**src/rtl/branch_resolve_unit_if.sv**
```systemverilog
// Fetch/execute-facing bundle of the branch resolve unit.
// Optional statistics ports are present only when BRU_STATS_EN is defined.
interface branch_resolve_unit_if #(
    parameter int unsigned DEPTH = 4,
    parameter int unsigned IDX_W = 4,
    parameter int unsigned PC_W  = 32
);
    localparam int unsigned CNT_W = $clog2(DEPTH) + 1;

    logic             push;
    logic             push_pred;
    logic [IDX_W-1:0] push_idx;
    logic [PC_W-1:0]  push_fall;
    logic [PC_W-1:0]  push_tgt;
    logic             full;
    logic             empty;
    logic [CNT_W-1:0] count;
    logic             resolve;
    logic             resolve_taken;
    logic             upd_en;
    logic [IDX_W-1:0] upd_idx;
    logic             upd_taken;
    logic             flush;
    logic [PC_W-1:0]  redirect_pc;
    logic             proto_err;
`ifdef BRU_STATS_EN
    logic [15:0]      br_count;
    logic [15:0]      mis_count;
`endif

    // Fetch/execute side
    modport master (
        output push, push_pred, push_idx, push_fall, push_tgt, resolve, resolve_taken,
        input  full, empty, count, upd_en, upd_idx, upd_taken, flush, redirect_pc,
`ifdef BRU_STATS_EN
        input  br_count, mis_count,
`endif
        input  proto_err
    );

    // Resolve unit side
    modport slave (
        input  push, push_pred, push_idx, push_fall, push_tgt, resolve, resolve_taken,
        output full, empty, count, upd_en, upd_idx, upd_taken, flush, redirect_pc,
`ifdef BRU_STATS_EN
        output br_count, mis_count,
`endif
        output proto_err
    );
endinterface

```
**src/rtl/branch_resolve_unit.sv**
```systemverilog
// Branch resolve unit: in-order FIFO of predicted branches, predictor training
// strobe and mispredict flush/redirect.
// Optional macro BRU_STATS_EN adds saturating resolve/mispredict counters.
module branch_resolve_unit #(
    parameter int unsigned DEPTH = 4,
    parameter int unsigned IDX_W = 4,
    parameter int unsigned PC_W  = 32
) (
    input  logic                  CLK,
    input  logic                  nRST,
    branch_resolve_unit_if.slave  bus
);
    localparam int unsigned PTR_W = $clog2(DEPTH);
    localparam int unsigned CNT_W = $clog2(DEPTH) + 1;

    // Record storage; contents are don't-care after reset
    logic             pred_mem [DEPTH];
    logic [IDX_W-1:0] idx_mem  [DEPTH];
    logic [PC_W-1:0]  fall_mem [DEPTH];
    logic [PC_W-1:0]  tgt_mem  [DEPTH];

    logic [PTR_W-1:0] head_q, head_d;
    logic [PTR_W-1:0] tail_q, tail_d;
    logic [CNT_W-1:0] count_q, count_d;
    logic             upd_en_q, upd_en_d;
    logic [IDX_W-1:0] upd_idx_q, upd_idx_d;
    logic             upd_taken_q, upd_taken_d;
    logic             flush_q, flush_d;
    logic [PC_W-1:0]  redirect_q, redirect_d;
    logic             err_q, err_d;

    logic is_full, is_empty;
    logic resolve_ok, mispredict, push_ok, push_err, resolve_err;

    assign is_full  = (count_q == CNT_W'(DEPTH));
    assign is_empty = (count_q == '0);

    // Decode this cycle's push/resolve outcome
    always_comb begin
        resolve_ok  = bus.resolve && !is_empty;
        resolve_err = bus.resolve && is_empty;
        mispredict  = resolve_ok && (bus.resolve_taken != pred_mem[head_q]);
        // A push alongside a mispredict is wrong-path: dropped silently
        push_ok     = bus.push && !mispredict && (!is_full || resolve_ok);
        push_err    = bus.push && is_full && !resolve_ok;
    end

    // Next-state for pointers, count and registered outputs
    always_comb begin
        head_d      = head_q;
        tail_d      = tail_q;
        count_d     = count_q;
        err_d       = err_q | push_err | resolve_err;
        upd_en_d    = resolve_ok;
        upd_idx_d   = resolve_ok ? idx_mem[head_q] : upd_idx_q;
        upd_taken_d = resolve_ok ? bus.resolve_taken : upd_taken_q;
        flush_d     = mispredict;
        redirect_d  = redirect_q;
        if (mispredict) begin
            redirect_d = bus.resolve_taken ? tgt_mem[head_q] : fall_mem[head_q];
        end
        if (resolve_ok) begin
            head_d = head_q + PTR_W'(1);
        end
        if (mispredict) begin
            // Squash every younger record
            tail_d  = head_q + PTR_W'(1);
            count_d = '0;
        end else begin
            if (push_ok) begin
                tail_d = tail_q + PTR_W'(1);
            end
            case ({push_ok, resolve_ok})
                2'b10:   count_d = count_q + CNT_W'(1);
                2'b01:   count_d = count_q - CNT_W'(1);
                default: count_d = count_q;
            endcase
        end
    end

    // Control state with synchronous active-low reset
    always_ff @(posedge CLK) begin
        if (!nRST) begin
            head_q      <= '0;
            tail_q      <= '0;
            count_q     <= '0;
            upd_en_q    <= 1'b0;
            upd_idx_q   <= '0;
            upd_taken_q <= 1'b0;
            flush_q     <= 1'b0;
            redirect_q  <= '0;
            err_q       <= 1'b0;
        end else begin
            head_q      <= head_d;
            tail_q      <= tail_d;
            count_q     <= count_d;
            upd_en_q    <= upd_en_d;
            upd_idx_q   <= upd_idx_d;
            upd_taken_q <= upd_taken_d;
            flush_q     <= flush_d;
            redirect_q  <= redirect_d;
            err_q       <= err_d;
        end
    end

    // Record write at tail; no reset needed on the data path
    always_ff @(posedge CLK) begin
        if (nRST && push_ok) begin
            pred_mem[tail_q] <= bus.push_pred;
            idx_mem[tail_q]  <= bus.push_idx;
            fall_mem[tail_q] <= bus.push_fall;
            tgt_mem[tail_q]  <= bus.push_tgt;
        end
    end

`ifdef BRU_STATS_EN
    logic [15:0] br_q, br_d;
    logic [15:0] mis_q, mis_d;

    // Saturating resolve and mispredict counters
    always_comb begin
        br_d  = br_q;
        mis_d = mis_q;
        if (resolve_ok && (br_q != 16'hFFFF)) begin
            br_d = br_q + 16'd1;
        end
        if (mispredict && (mis_q != 16'hFFFF)) begin
            mis_d = mis_q + 16'd1;
        end
    end

    // Counter state
    always_ff @(posedge CLK) begin
        if (!nRST) begin
            br_q  <= '0;
            mis_q <= '0;
        end else begin
            br_q  <= br_d;
            mis_q <= mis_d;
        end
    end

    assign bus.br_count  = br_q;
    assign bus.mis_count = mis_q;
`endif

    assign bus.full        = is_full;
    assign bus.empty       = is_empty;
    assign bus.count       = count_q;
    assign bus.upd_en      = upd_en_q;
    assign bus.upd_idx     = upd_idx_q;
    assign bus.upd_taken   = upd_taken_q;
    assign bus.flush       = flush_q;
    assign bus.redirect_pc = redirect_q;
    assign bus.proto_err   = err_q;
endmodule

```
**src/flat_wrapper.sv**
```systemverilog
// flat-port wrapper written by rule: the top's interface ports become plain ports
module branch_resolve_unit_flat 
#(
    parameter int unsigned DEPTH = 4,
    parameter int unsigned IDX_W = 4,
    parameter int unsigned PC_W  = 32
)
  (CLK, nRST, bus_push, bus_push_pred, bus_push_idx, bus_push_fall, bus_push_tgt, bus_resolve, bus_resolve_taken, bus_full, bus_empty, bus_count, bus_upd_en, bus_upd_idx, bus_upd_taken, bus_flush, bus_redirect_pc, bus_proto_err);
  branch_resolve_unit_if #(.DEPTH(DEPTH), .IDX_W(IDX_W), .PC_W(PC_W)) bus_i ();
  input  logic CLK;
  input  logic nRST;
  input wire logic [$bits(bus_i.push)-1:0] bus_push;
  input wire logic [$bits(bus_i.push_pred)-1:0] bus_push_pred;
  input wire logic [$bits(bus_i.push_idx)-1:0] bus_push_idx;
  input wire logic [$bits(bus_i.push_fall)-1:0] bus_push_fall;
  input wire logic [$bits(bus_i.push_tgt)-1:0] bus_push_tgt;
  input wire logic [$bits(bus_i.resolve)-1:0] bus_resolve;
  input wire logic [$bits(bus_i.resolve_taken)-1:0] bus_resolve_taken;
  output wire logic [$bits(bus_i.full)-1:0] bus_full;
  output wire logic [$bits(bus_i.empty)-1:0] bus_empty;
  output wire logic [$bits(bus_i.count)-1:0] bus_count;
  output wire logic [$bits(bus_i.upd_en)-1:0] bus_upd_en;
  output wire logic [$bits(bus_i.upd_idx)-1:0] bus_upd_idx;
  output wire logic [$bits(bus_i.upd_taken)-1:0] bus_upd_taken;
  output wire logic [$bits(bus_i.flush)-1:0] bus_flush;
  output wire logic [$bits(bus_i.redirect_pc)-1:0] bus_redirect_pc;
  output wire logic [$bits(bus_i.proto_err)-1:0] bus_proto_err;
  assign bus_i.push = bus_push;
  assign bus_i.push_pred = bus_push_pred;
  assign bus_i.push_idx = bus_push_idx;
  assign bus_i.push_fall = bus_push_fall;
  assign bus_i.push_tgt = bus_push_tgt;
  assign bus_i.resolve = bus_resolve;
  assign bus_i.resolve_taken = bus_resolve_taken;
  assign bus_full = bus_i.full;
  assign bus_empty = bus_i.empty;
  assign bus_count = bus_i.count;
  assign bus_upd_en = bus_i.upd_en;
  assign bus_upd_idx = bus_i.upd_idx;
  assign bus_upd_taken = bus_i.upd_taken;
  assign bus_flush = bus_i.flush;
  assign bus_redirect_pc = bus_i.redirect_pc;
  assign bus_proto_err = bus_i.proto_err;
  branch_resolve_unit #(.DEPTH(DEPTH), .IDX_W(IDX_W), .PC_W(PC_W)) u_core (.CLK(CLK), .nRST(nRST), .bus(bus_i));
endmodule
```
**config.mk**
```make
export PLATFORM = sky130hd
export DESIGN_NAME = branch_resolve_unit_flat
export DESIGN_NICKNAME = d
export VERILOG_FILES = /design/src/rtl/branch_resolve_unit_if.sv /design/src/rtl/branch_resolve_unit.sv /design/src/flat_wrapper.sv
export SDC_FILE = /design/constraint.sdc
export NUM_CORES = 1
export LEC_CHECK = 0
export BUFFER_PORTS_ARGS = -buffer_cell sky130_fd_sc_hd__buf_2
export CORE_ASPECT_RATIO = 1.25
export CORE_UTILIZATION = 59
export DETAILED_ROUTE_END_ITERATION = 7
export PLACE_DENSITY_LB_ADDON = 0.12
export RECOVER_POWER = 100
export SLEW_MARGIN = 10
export SYNTH_ARGS = -nofsm -noshare
export SYNTH_HDL_FRONTEND = slang
export SYNTH_SLANG_ARGS = --single-unit
```
**constraint.sdc**
```tcl
create_clock -name CLK -period 4.84 [get_ports CLK]
set_clock_uncertainty 0.05 [all_clocks]
set_input_delay 0.242 -clock CLK [delete_from_list [all_inputs] [get_ports CLK]]
set_output_delay 0.242 -clock CLK [all_outputs]
set_load 0.02 [all_outputs]
```
# == After elaboration in Yosys (flattened, before gate mapping) ==
# Memory sizes are Yosys's and may differ from the RTL's. A register that Yosys moved wholly into a read port is not among the register bits.
# Cells that the tools add are included.
# op_classes
add_sub_neg,4
mul,0
div,0
n_lt_le_gt_ge,0
n_eq_ne,4
shifts,0
mux,12
bitwise_logic,3
n_reduce_logical,18
# ops
op,count
$mux W32,1
$mux W2,8
$logic_and A1 B1 Y1,8
$pmux W3 S2,1
$logic_not A1 Y1,5
$add A2 B1 Y2 const B,2
$reduce_bool A2 Y1,2
$add A3 B1 Y3 const B,1
$eq A3 B3 Y1 const B,1
$logic_not A3 Y1,1
$sub A3 B1 Y3 const B,1
$eq A2 B1 Y1 const B,1
$eq A2 B2 Y1 const B,1
$mux W1,2
$or A1 B1 Y1,2
$reduce_or A2 Y1,1
$logic_or A1 B1 Y1,1
$ne A1 B1 Y1,1
$not A1 Y1,1
# word_totals
reg_bits,43
latch_bits,0
ramBits,276
mem_bits_ro,0
elab_cells,53
memories,4
# mem_list
name,depth,word_bits,rd,rd_ports_with_merged_regs,wr,line,rtl
u_core.fall_mem,4,32,1,1,1,branch_resolve_unit.sv:19,logic [PC_W-1:0] fall_mem [DEPTH];
u_core.tgt_mem,4,32,1,1,1,branch_resolve_unit.sv:20,logic [PC_W-1:0] tgt_mem [DEPTH];
u_core.idx_mem,4,4,1,1,1,branch_resolve_unit.sv:18,logic [IDX_W-1:0] idx_mem [DEPTH];
u_core.pred_mem,4,1,1,1,1,branch_resolve_unit.sv:17,logic pred_mem [DEPTH];

# == Depth between registers and ports, before layout ==
# Gate-level depths: netlist of run 1.
# depth
word_depth,10
depth_mapped,10
mapped_depth_nobuf,8

# == Least setup slack after synthesis of run 1 ==
# Ideal clock, no wire load.
# synth_timing
path_type,reg2reg
startpoint,register with a tool-made name
endpoint,"memory u_core.fall_mem[0][0], enable pin"
arrival_time_ns,3.068
t_required_ns,4.355
slack_ns,1.287
path_stages_with_launch,5
n_path_buf,0
cell_sequence,dfxtp_1 mux4_2 xor2_4 a21oi_2 and3_1
# synth_lines
item,line
"end, declared",branch_resolve_unit.sv:19

==> results.py, run 1 <==
metrics = {
    "layout": {
        "final_cell_mix": "edfxtp_1 (276), clkbuf_1 (122), dlygate4sd3_1 (69)",
        "fillerInstances": 1414,
        "nNetsFinal": 911,
        "area_delta_synth_final_pct": 16.2,
        "num_antenna_cells": 0,
        "fin_util_pct": 70.6,
        "final_cell_count_no_fill": 1130,
        "drive_gt1_share_pct": 16.8,
        "final_common_cell": "edfxtp_1",
    },
    "clock_tree": {
        "root_buffer": "clkbuf_16",
        "clock_path_buffers": 3,
        "tritoncts": "done",
        "clk_latency_ns": 0.55,
        "clkTransAtPathRegs_ns": 0.07,
        "cts_buffers": 30,
        "ctsResizeCount": 0,
        "htree_num_levels": 1,
        "clock_sinks": 325,
    },
    "sta": {
        "finalSetupViolCount": 0,
        "slew_viol_final": 255,
        "period_share_pct": 80.1,
        "relSlewSlack_pct": -25.2,
        "finalHoldViolations": 0,
        "layout_min_cycle_time_ns": 3.88,
        "timing.final.ws_setup_ns": 0.962,
        "tightest_slew_ns": 1.88,
        "rsz0062_at_grt": "no",
        "fin_tns_setup_ns": 0,
        "max_freq_mhz": 258,
    },
    "status": {
        "violations": "max-capacitance violations, max-slew violations",
        "status": "complete, but fails checks",
    },
    "floorplan": {
        "io_pins": 119,
        "core.rowCount": 59,
        "die_w_um": 134,
        "core_um2": 21000,
        "dieArea_um2": 22300,
        "start_util_pct": 60.7,
        "die_h_um": 167,
    },
    "yosys": {
        "synth-seq-cells": 325,
        "ys_types": 46,
        "synth_edf_count": 276,
        "syn_area_per_cell_um2": 19.7,
        "ys_warn_count": 0,
        "synthArstFlopShare_pct": 0,
        "ys.flop_type": "edfxtp_1",
        "synthCells": 649,
        "syn_nets": 728,
        "netlist_area_um2": 12800,
        "ys_seq_area_share_pct": 72.5,
    },
    "drt": {
        "vias": 6664,
        "drt_iter0_drc": 316,
        "via_per_inst": 5.90,
        "post_drt_wl_per_cell_um": 21.2,
        "first_pass_iters": 5,
        "drc": 0,
        "route.antenna.remaining_nets": 0,
        "drt-total-wl_um": 24000,
    },
    "global_route": {
        "grt_pass1_wl_um": 37500,
        "grt_start_max_net_pins": 70,
        "grt.overflow.total": 0,
        "first_global_vias": 7045,
        "track_usage_pct": 22.2,
        "antenna_found_initial": 0,
    },
    "setup_path": {
        "critPathKind": "register to register",
        "r2r_setup_slack_ns": 0.96,
        "critPathArrivalTime_ns": 3.96,
        "r2r-end": "u_core.tgt_mem[1][28]",
        "endpoint_kind": "register",
        "crit_path_top_delay_cell": "and3_2",
        "crit_fanout": 69,
        "critical-path-max-stage-delay_ns": 1.55,
        "crit_path_cell_trace": "mux4_2, xor2_1, a21oi_1, and3_2",
        "cp-start-kind": "register",
        "worstRegToRegCells": 4,
        "crit_required_ns": 4.92,
    },
    "placement": {
        "dp.cells": 1005,
        "io_buffer_count": 118,
        "place_congestion": 0.816,
        "dp_hpwl_um": 13300,
        "dp_slack_ns": 1.54,
    },
    "pwr": {
        "total_power_uw": 6650,
        "vdd_drop_max_mv": 0.382,
        "p_per_area_nw_per_um2": 448,
        "p_leak_uw": 0.00474,
    },
    "worst_hold_path": {
        "hold_end": "u_core.bus.count[1]",
        "holdPathStages": 3,
        "holdCritPathClass": "input pin to register",
        "worstHoldStart": "bus_resolve",
    },
    "run": {
        "drv_cap": 4,
    },
}
[layer usage]
layer / share of wire [%] / up-vias / GRT usage [%]
met5: 0 / - / 0
met4: 1.4 / 0 / 5.83
met3: 4.9 / 31 / 3.07
met2: 53 / 204 / 39.3
met1: 41 / 3415 / 28.9
li1: - / 3014 / -
[metrics by stage]
stage | area (µm²) | hold WS (ns)
2_1_floorplan | 12800 | 0.291
3_3_place_gp | 13500 | 0.385
3_5_place_dp | 13500 | 0.395
4_1_cts | 15200 | 0.000730
5_1_grt | 14800 | 0.0710
6_report | 14800 | 0.0228
[how the worst max path moves through the flow]
| stage | startpoint | to | slack [ns] | depth (start not counted) |
|---|---|---|---|---|
| 2_1_floorplan | register | u_core.fall_mem[0][0] | 1.29 | 4 |
| 3_3_place_gp | register | u_core.bus.count[2] | 1.57 | 9 |
| 3_5_place_dp | register | u_core.tgt_mem[1][31] | 1.54 | 4 |
| 4_1_cts | register | u_core.fall_mem[1][25] | 1.50 | 4 |
| 5_1_grt | register | u_core.tgt_mem[1][28] | 0.70 | 4 |
| 6_report | register | u_core.tgt_mem[1][28] | 0.96 | 4 |
[cells in the mapped netlist, types with 2 or more instances]
library cell	number	area, µm²
clkbuf_1	16	60.1
dfxtp_1	49	981
o21ai_2	30	263
buf_6	6	67.6
and3_1	6	37.5
nor3b_1	2	15.0
mux4_2	40	901
nand2_1	44	165
edfxtp_1	276	8290
mux4_1	29	762
buf_2	11	55.1
inv_1	7	26.3
nand4_1	33	206
xnor2_1	3	26.3
xor2_1	2	17.5
nor2_1	7	26.3
a31oi_1	2	12.5
buf_12	4	80.1
mux2_2	32	360
ha_1	4	50.1
a21boi_1	2	15.0
buf_8	2	30.0
o21ai_1	2	10.0
nor3_1	3	15.0
a21oi_1	7	35.0
o21ai_0	6	30.0
buf_1	5	18.8
[what timing repair did]
| item | CTS | global route |
|---|---|---|
| endpoints found under the hold margin | 276 | 0 |
| endpoints found under the setup margin | 0 | 0 |
| hold buffers | 69 | 0 |
| setup buffers | 0 | 0 |
[critical path, delay by kind of cell (launching register included)]
family,cells,cell delay (ns)
AND/OR/NAND/NOR,1,1.55
flip-flops,1,0.61
AO/OA/AOI/OAI,1,0.45
XOR/XNOR,1,0.18
multiplexers,1,0.60
[power by group]
part           internal (µW)  total (µW)  leakage (µW)  switching [µW]
clock                   1340        2300      0.000483             967
sequential              3250        3360       0.00290             110
combinational            448         989       0.00135             541
total                   5030        6650       0.00474            1620
[area by class of cell]
| type | instances | area [µm²] | share of cell area, % |
|---|---|---|---|
| inverters | 7 | 26.3 | 0.177 |
| multi-input cells | 272 | 3030 | 20.4 |
| clock inverters | 16 | 134 | 0.902 |
| flip-flops and latches | 325 | 9270 | 62.5 |
| well taps | 274 | 343 | 2.31 |
| clock buffers | 40 | 850 | 5.72 |
| repair buffers | 196 | 1190 | 8.03 |
[kinds of logic after synthesis]
logic type                 count (synthesis)  synth area share (%)
AOI/OAI and AO/OA                         58                  3.55
xor gates and xnor gates                   7                 0.774
adders and majority gates                  5                 0.548
DFF                                      325                  72.5
muxes                                    101                  15.8
and+or+nand+nor                          101                  4.04
buffers and inverters                     52                  2.70
[state kept, by name (all words and copies together), names as in the netlist, 2 cells and up, named ones only]
name	count
u_core.tail_q	2
u_core.bus.redirect_pc	32
u_core.head_q	2
u_core.pred_mem	4
u_core.fall_mem	128
u_core.bus.upd_idx	4
u_core.tgt_mem	128
u_core.bus.count	3
u_core.idx_mem	16
Power figures use the tool's default switching activity.
==> inputs of run 2 (changes only) <==
clock period = 3.9 ns   (was 4.84 ns; I/O delays follow)
==> run 2 against run 1 <==
  * The flow now finishes without violations
  * Wire length increased by 2.4%
  * Critical path depth increased by 1
  * Final area increased by 1.1%
==> results.py, run 2 (synthesis results as in run 1) <==
metrics = {
    "layout": {
        "area_delta_synth_final_pct": 17.4,
        "drive_gt1_share_pct": 17.6,
        "fillerInstances": 1403,
        "final_cell_count_no_fill": 1141,
        "final_common_cell": "edfxtp_1",
        "final_cell_mix": "edfxtp_1 (276), clkbuf_1 (124), dlygate4sd3_1 (71)",
        "fin_util_pct": 71.3,
        "nNetsFinal": 921,
    },
    "global_route": {
        "first_global_vias": 7273,
        "track_usage_pct": 23.1,
        "grt.overflow.total": 0,
        "antenna_found_initial": 1,
        "grt_start_max_net_pins": 70,
        "grt_pass1_wl_um": 39000,
    },
    "sta": {
        "layout_min_cycle_time_ns": 3.28,
        "slew_viol_final": 0,
        "fin_tns_setup_ns": 0,
        "finalSetupViolCount": 0,
        "finalHoldViolations": 0,
        "rsz0062_at_grt": "no",
        "tightest_slew_ns": 1.39,
        "period_share_pct": 84.2,
        "max_freq_mhz": 305,
        "relSlewSlack_pct": 6.75,
    },
    "run": {
        "drv_cap": 0,
    },
    "setup_path": {
        "cp-start-kind": "register",
        "endpoint_kind": "register",
        "crit_fanout": 20,
        "critPathKind": "register to register",
        "worstRegToRegCells": 5,
        "critPathArrivalTime_ns": 3.43,
        "r2r_setup_slack_ns": 0.62,
        "crit_required_ns": 4.05,
        "r2r-end": "u_core.tgt_mem[1][10]",
    },
    "placement": {
        "dp_hpwl_um": 13700,
        "place_congestion": 0.808,
        "dp.cells": 1013,
        "io_buffer_count": 118,
    },
    "floorplan": {
        "die_h_um": 167,
        "start_util_pct": 60.7,
        "core.rowCount": 59,
        "io_pins": 119,
        "dieArea_um2": 22300,
        "core_um2": 21000,
        "die_w_um": 134,
    },
    "worst_hold_path": {
        "holdPathStages": 3,
        "worstHoldStart": "bus_push",
        "hold_end": "u_core.bus.count[0]",
        "holdCritPathClass": "input pin to register",
    },
    "status": {
        "status": "finished clean",
    },
    "clock_tree": {
        "post_cts_buffers": 0,
        "clock_path_buffers": 3,
        "cts_buffers": 30,
        "ctsResizeCount": 0,
        "root_buffer": "clkbuf_16",
        "clkTransAtPathRegs_ns": 0.06,
        "cts-hold-fix-buffers": 71,
        "htree_num_levels": 1,
        "clk_latency_ns": 0.54,
        "clock_sinks": 325,
        "tritoncts": "done",
    },
    "drt": {
        "drc": 0,
        "post_drt_wl_per_cell_um": 21.5,
        "route.antenna.remaining_nets": 0,
        "via_per_inst": 5.85,
        "drt-total-wl_um": 24500,
        "vias": 6671,
        "drt_iter0_drc": 390,
        "first_pass_iters": 5,
    },
    "pwr": {
        "vdd_drop_max_mv": 0.478,
        "p_per_area_nw_per_um2": 559,
        "p_leak_uw": 0.00483,
    },
}
[run 2: how the worst max path moves through the flow]
stage / depth (start not counted) / end / slack (ns)
2_1_floorplan: 4 / u_core.fall_mem[0][0] / 0.35
3_3_place_gp: 9 / u_core.bus.count[2] / 0.98
3_5_place_dp: 9 / u_core.bus.count[2] / 0.90
4_1_cts: 9 / u_core.bus.count[2] / 0.91
5_1_grt: 5 / u_core.tgt_mem[1][10] / 0.35
6_report: 5 / u_core.tgt_mem[1][10] / 0.62
[run 2: area by class of cell]
type	instances	area, µm²	share of cell area (%)
clock buffer	49	955	6.36
timing repair buffer	206	1290	8.61
tap	274	343	2.29
sequential	325	9270	61.8
clock inverter	7	86.3	0.575
antenna	1	2.50	0.0167
inverter	7	26.3	0.175
multi-input combinational	272	3030	20.2
[run 2: stage by stage]
stage / cell area, µm² / setup WS [ns] / hold WS (ns) / total power [µW]
3_3_place_gp: 13600 / 0.979 / 0.353 / 5490
5_1_grt: 15000 / 0.355 / 0.0165 / 8700
6_report: 15000 / 0.617 / 0.0415 / 8390
2_1_floorplan: 12800 / 0.347 / 0.244 / 5220
3_5_place_dp: 13600 / 0.899 / 0.360 / 5530
4_1_cts: 15400 / 0.908 / 0.00504 / 8560
[run 2: per-layer routing]
metal / vias to the layer above / share of wire [%] / wire [µm] / track usage, %
met5: - / 0 / 0 / 0
met4: 0 / 1.6 / 388 / 6.92
met3: 27 / 5.6 / 1390 / 3.93
met2: 225 / 53 / 12900 / 40.7
met1: 3386 / 40 / 9860 / 29.4
li1: 3033 / - / - / -
[run 2: power breakdown]
part | switching, µW | leakage [µW] | internal (µW)
clock network | 1180 | 0.000510 | 1800
logic | 716 | 0.00141 | 564
registers | 106 | 0.00290 | 4030
[run 2: critical path, stage by stage (launching register included)]
cell,delay (ns)
dfxtp_1,0.35
mux4_2,0.54
xor2_1,0.19
a21oi_2,0.26
and3_1,1.02
clkbuf_2,0.52
